===== src/rtl/switch_debounce3.sv =====
// ---------------------------------------------------------------------------
// switch_debounce3
//
// Debounces three raw mechanical switch levels (A, B, C) before they feed the
// downstream odd-zeros detector. Each bit is first brought into the clock
// domain through a two-flop synchronizer. A per-bit counter then measures how
// long the synchronized level has disagreed with the debounced output. The
// output only follows once the disagreement has lasted STABLE_CYCLES
// consecutive edges. Any return to the current output level before that
// restarts the count.
//
// Parameters
//   STABLE_CYCLES  consecutive disagreeing edges needed before sw_out follows
//                  (legal range 2 .. 2**CNT_WIDTH-1)
//   CNT_WIDTH      width of each per-bit stability counter
//
// Optional feature (macro DEBOUNCE_EVENT_CNT_EN)
//   When defined, an 8-bit wrapping count of accepted change events is
//   exposed on evt_cnt. When undefined, neither the port nor its logic exists.
//
// Ports
//   clk      in   1  rising-edge clock for all state
//   reset    in   1  synchronous, active-high reset
//   sw_in    in   3  raw asynchronous levels, bit2=A, bit1=B, bit0=C
//   sw_out   out  3  debounced levels
//   changed  out  1  registered one-cycle pulse, high in the cycle sw_out
//                    takes a new value
//   evt_cnt  out  8  accepted change events, modulo 256 (macro only)
// ---------------------------------------------------------------------------
module switch_debounce3 #(
    parameter int unsigned STABLE_CYCLES = 16,
    parameter int unsigned CNT_WIDTH     = 16
) (
    input  logic       clk,
    input  logic       reset,
    input  logic [2:0] sw_in,
    output logic [2:0] sw_out,
    output logic       changed
`ifdef DEBOUNCE_EVENT_CNT_EN
    ,
    output logic [7:0] evt_cnt
`endif
);

    localparam int unsigned NBITS = 3;

    // Terminal count value: reaching it while still disagreeing means the
    // input has now been different for STABLE_CYCLES consecutive edges.
    localparam logic [CNT_WIDTH-1:0] CNT_LAST = CNT_WIDTH'(STABLE_CYCLES - 1);

    generate
        if (STABLE_CYCLES < 2 || STABLE_CYCLES > ((64'd1 << CNT_WIDTH) - 64'd1)) begin : g_bad_param
            $error("switch_debounce3: STABLE_CYCLES out of range for CNT_WIDTH");
        end
    endgenerate

    // -----------------------------------------------------------------------
    // State
    // -----------------------------------------------------------------------
    logic [NBITS-1:0]                s1_q;
    logic [NBITS-1:0]                s2_q;
    logic [NBITS-1:0][CNT_WIDTH-1:0] cnt_q;
    logic [NBITS-1:0][CNT_WIDTH-1:0] cnt_d;
    logic [NBITS-1:0]                sw_out_q;
    logic [NBITS-1:0]                sw_out_d;
    logic                            changed_q;
    logic                            changed_d;

    // -----------------------------------------------------------------------
    // Synchronizer: s1 may go metastable, s2 is the first usable sample.
    // -----------------------------------------------------------------------
    always_ff @(posedge clk) begin
        if (reset) begin
            s1_q <= '0;
            s2_q <= '0;
        end else begin
            s1_q <= sw_in;
            s2_q <= s1_q;
        end
    end

    // -----------------------------------------------------------------------
    // Per-bit stability counters and output update.
    // The counter only runs while s2 disagrees with the output and is cleared
    // both on agreement (bounce) and on acceptance, so it is bounded by
    // CNT_LAST and can never wrap.
    // -----------------------------------------------------------------------
    always_comb begin
        cnt_d    = cnt_q;
        sw_out_d = sw_out_q;
        for (int i = 0; i < NBITS; i++) begin
            if (s2_q[i] == sw_out_q[i]) begin
                cnt_d[i] = '0;
            end else if (cnt_q[i] == CNT_LAST) begin
                sw_out_d[i] = s2_q[i];
                cnt_d[i]    = '0;
            end else begin
                cnt_d[i] = cnt_q[i] + 1'b1;
            end
        end
        // Several bits accepted on the same edge still give one pulse.
        changed_d = |(sw_out_d ^ sw_out_q);
    end

    always_ff @(posedge clk) begin
        if (reset) begin
            cnt_q     <= '0;
            sw_out_q  <= '0;
            changed_q <= 1'b0;
        end else begin
            cnt_q     <= cnt_d;
            sw_out_q  <= sw_out_d;
            changed_q <= changed_d;
        end
    end

    assign sw_out  = sw_out_q;
    assign changed = changed_q;

`ifdef DEBOUNCE_EVENT_CNT_EN
    // -----------------------------------------------------------------------
    // Event counter: advances on the same edge that raises changed, so the
    // new count is visible in the cycle the pulse is high. Wraps naturally.
    // -----------------------------------------------------------------------
    logic [7:0] evt_cnt_q;
    logic [7:0] evt_cnt_d;

    always_comb begin
        evt_cnt_d = evt_cnt_q + {7'd0, changed_d};
    end

    always_ff @(posedge clk) begin
        if (reset) begin
            evt_cnt_q <= '0;
        end else begin
            evt_cnt_q <= evt_cnt_d;
        end
    end

    assign evt_cnt = evt_cnt_q;
`endif

endmodule


===== config.mk =====
export PLATFORM = sky130hd
export DESIGN_NAME = switch_debounce3
export DESIGN_NICKNAME = d
export VERILOG_FILES = /design/src/rtl/switch_debounce3.sv
export SDC_FILE = /design/constraint.sdc
export NUM_CORES = 1
export LEC_CHECK = 0
export CAP_MARGIN = 20
export CORE_MARGIN = 4
export CORE_UTILIZATION = 26
export CTS_BUF_LIST = sky130_fd_sc_hd__clkbuf_8
export DETAILED_ROUTE_END_ITERATION = 7
export PLACE_DENSITY_LB_ADDON = 0.3
export SLEW_MARGIN = 20
export SYNTH_ARGS = -nofsm -noshare
export SYNTH_HDL_FRONTEND = slang
export SYNTH_SLANG_ARGS = --single-unit

===== constraint.sdc =====
create_clock -name clk -period 3 [get_ports clk]
set_input_delay 0.75 -clock clk [delete_from_list [all_inputs] [get_ports clk]]
set_output_delay 0.75 -clock clk [all_outputs]
set_load 0.01 [all_outputs]

==> metrics.csv <==
stage,metric,value,unit
clock_network,numCtsBuffers,9,
setup_path,worstSetupEndpointType,register,
grt,antenna_found_initial,0,
yosys,yosys_register_bits,58,
clock_network,htreeDepth,3,
die,row_count,35,
grt,grt_max_degree,16,
setup_path,reg2regPathDepth,4,
grt,gr-usage-met1,11.3,%
clock_network,cts-root-buf,clkbuf_8,
yosys,synthArstFlopShare,0,%
die,start_util,26.5,%
clock_network,holdBufCountCts,0,
yosys,synth.area.mux_share,1.23,%
final_layout,drive_above_1_share,6.97,%
yosys,yosys.area.top_type,dfxtp_1,
setup_path,cp_max_fo,15,
setup_path,path_class,in -> reg,
final_layout,fin_cells,398,
final_layout,filler_cell_count,949,
power,p_leak,0.918,nW
power,power_density,609,nW/µm²
final_layout,final_common_cell,dfxtp_1,
grt,grt_pass1_vias,1784,
yosys,avgSynthCellArea,9.04,µm²
die,die_h,105,µm
timing,fmax,0.488,GHz
grt,grtUsageTotal,8.87,%
placement,hpwl,2980,µm
timing,setup_viol,0,
setup_path,critPathArrivalTime,2.34,ns
yosys,yosys_warnings,0,
detailed_routing,drt-initial-drc-count,56,
yosys,yosysSeqAreaShare,47.6,%
detailed_routing,drt-pass1-iter-count,4,
grt,grt_overflow,0,
yosys,synthFlopType,dfxtp_1,
yosys,synth_top_area_share,47.6,%
yosys,synth_edf_count,0,
detailed_routing,routed_wirelength,4430,µm
clock_network,clock_latency,0.34,ns
clock_network,cts_setup_buffers,0,
final_layout,fin_nets,290,
placement,place_congestion,0.748,
clock_network,cts_tree,done,
die,die_x,105,µm
grt,top_usage_layer,met2,
worst_hold_path,hold_path_class,reg -> reg,
clock_network,clk_pin_slew_worst_paths,0.08,ns
final_layout,layout_common_cells,"dfxtp_1, nor2_1, xnor2_1",
grt,met3_usage,3.15,%
final_layout,syn_to_final_growth,18.5,%
detailed_routing,antenna_left,0,
placement,port_buffers,8,
grt,grtUsageMet2,13.2,%
power,vdd_drop_max,246,µV
final_layout,n_antenna_cell,0,
timing,maxSlewViolCount,0,
detailed_routing,via_per_inst,4.60,
clock_network,clock_sinks,58,
die,die_area,11000,µm²
yosys,postSynthCellCount,270,
yosys,synth_cell_types,32,
die,core,9200,µm²
timing,skew,0.00839,ns
yosys,synthAdderAreaFrac,1.54,%
yosys,synth_compound_area_share,2.51,%
yosys,yosys.area_share.xor_xnor,14.7,%
setup_path,worstPathRequired,3.29,ns
yosys,synth_top_family_by_area,simple AND/OR/NAND/NOR gates,
final_layout,final_core_util,31.5,%
clock_network,clockBufferDepth,2,
worst_hold_path,hold_depth,1,
yosys,synth_area_leaders,"dfxtp_1, xnor2_1, nor2_1",
grt,grt_pass1_wl,7930,µm
yosys,synth-simple-area-share,30.2,%
yosys,netlist_area,2440,µm²
detailed_routing,drt-wirelength-per-cell,11.1,µm
die,io_pins,9,
setup_path,start_kind,input pin,
detailed_routing,vias,1830,
yosys,syn-num-nets,278,
timing,slew_headroom,63.9,%
timing,fin_tns_setup,0,ns
timing,final_hold_viol_count,0,
outcome,status,"complete, no violations",
clock_network,cts_resized,0,
run,cap_viol_max_count,0,
timing,worst_pin_slew,0.535,ns
power,finalPower,0.00176,W
placement,dpl.cell_count,382,
timing,fin_crit_sh,68.3,%
detailed_routing,drc,0,
timing,rsz0062_at_grt,false,
timing,min_period,2.05,ns
## Yosys cell counts (all sizes together) (3+ instances only)
| cell | count |
|---|---|
| nand3 | 14 |
| nor2b | 6 |
| nor2 | 51 |
| mux2i | 3 |
| inv | 6 |
| xor2 | 10 |
| nand2 | 14 |
| buf | 5 |
| dfxtp | 58 |
| nand4 | 13 |
| ha | 3 |
| nor4 | 15 |
| and3 | 7 |
| xnor2 | 31 |
| nor3 | 11 |
| a21oi | 3 |
## worst max-delay path, cell delays in order
cell and delay, ns:
clkdlybuf4s50_1 0.65, nor2_1 0.28, nand2_1 0.32, o21ba_2 0.34
## layer usage
metal	up-vias	part of all wire, %
li1	957	-
met4	0	2.3
met3	8	3.8
met2	26	43
met5	-	0
met1	839	51
## power breakdown
| part | leakage [nW] | internal, W | switching [W] |
|---|---|---|---|
| clock | 0.129 | 0.000635 | 0.000330 |
| sequential | 0.468 | 0.000775 | 0.00000264 |
| combinational | 0.320 | 0.00000857 | 0.00000985 |
| total | 0.918 | 0.00142 | 0.000343 |
## cells by family (layout without fill, tap and decap cells)
kind of cell	Yosys count	after routing
flip-flops	58	58
multiplexers	3	3
AO/OA/AOI/OAI	9	9
XOR/XNOR	41	41
adder cells (fa/ha/maj)	3	3
AND/OR/NAND/NOR	143	143
buffers and inverters	13	30
## final cells by class
| cell class | count | area (µm²) | area share [%] |
|---|---|---|---|
| sequential | 58 | 1160 | 40.1 |
| clock buffer | 9 | 124 | 4.28 |
| clock inverter | 7 | 141 | 4.89 |
| multi-input combinational | 199 | 1220 | 42.3 |
| timing repair buffer | 8 | 80.1 | 2.77 |
| tap | 111 | 139 | 4.80 |
| inverter | 6 | 22.5 | 0.779 |
## registers in the layout, summed over array words and instances, names as in the netlist
signal,cells
sw_out,3
changed,1
cnt_q,48
s2_q,3
s1_q,3
## path summary, 6_finish.rpt
path | startpoint | to | slack (ns)
max | reset | cnt_q[29] | 0.95
min | s1_q[2] | s2_q[2] | 0.44
max reg2reg | cnt_q[32] | changed | 1.10
min reg2reg | s1_q[2] | s2_q[2] | 0.44
## metrics by stage
stage               setup slack, ns  hold slack (ns)  instance area (µm²)
detailed placement            0.562            0.426                 2630
finish                        0.950            0.439                 2890
global placement              0.615            0.420                 2630
CTS                           0.912            0.443                 2890
floorplan                      1.45            0.413                 2440
global route                  0.743            0.465                 2890
Power figures use the tool's default switching activity.
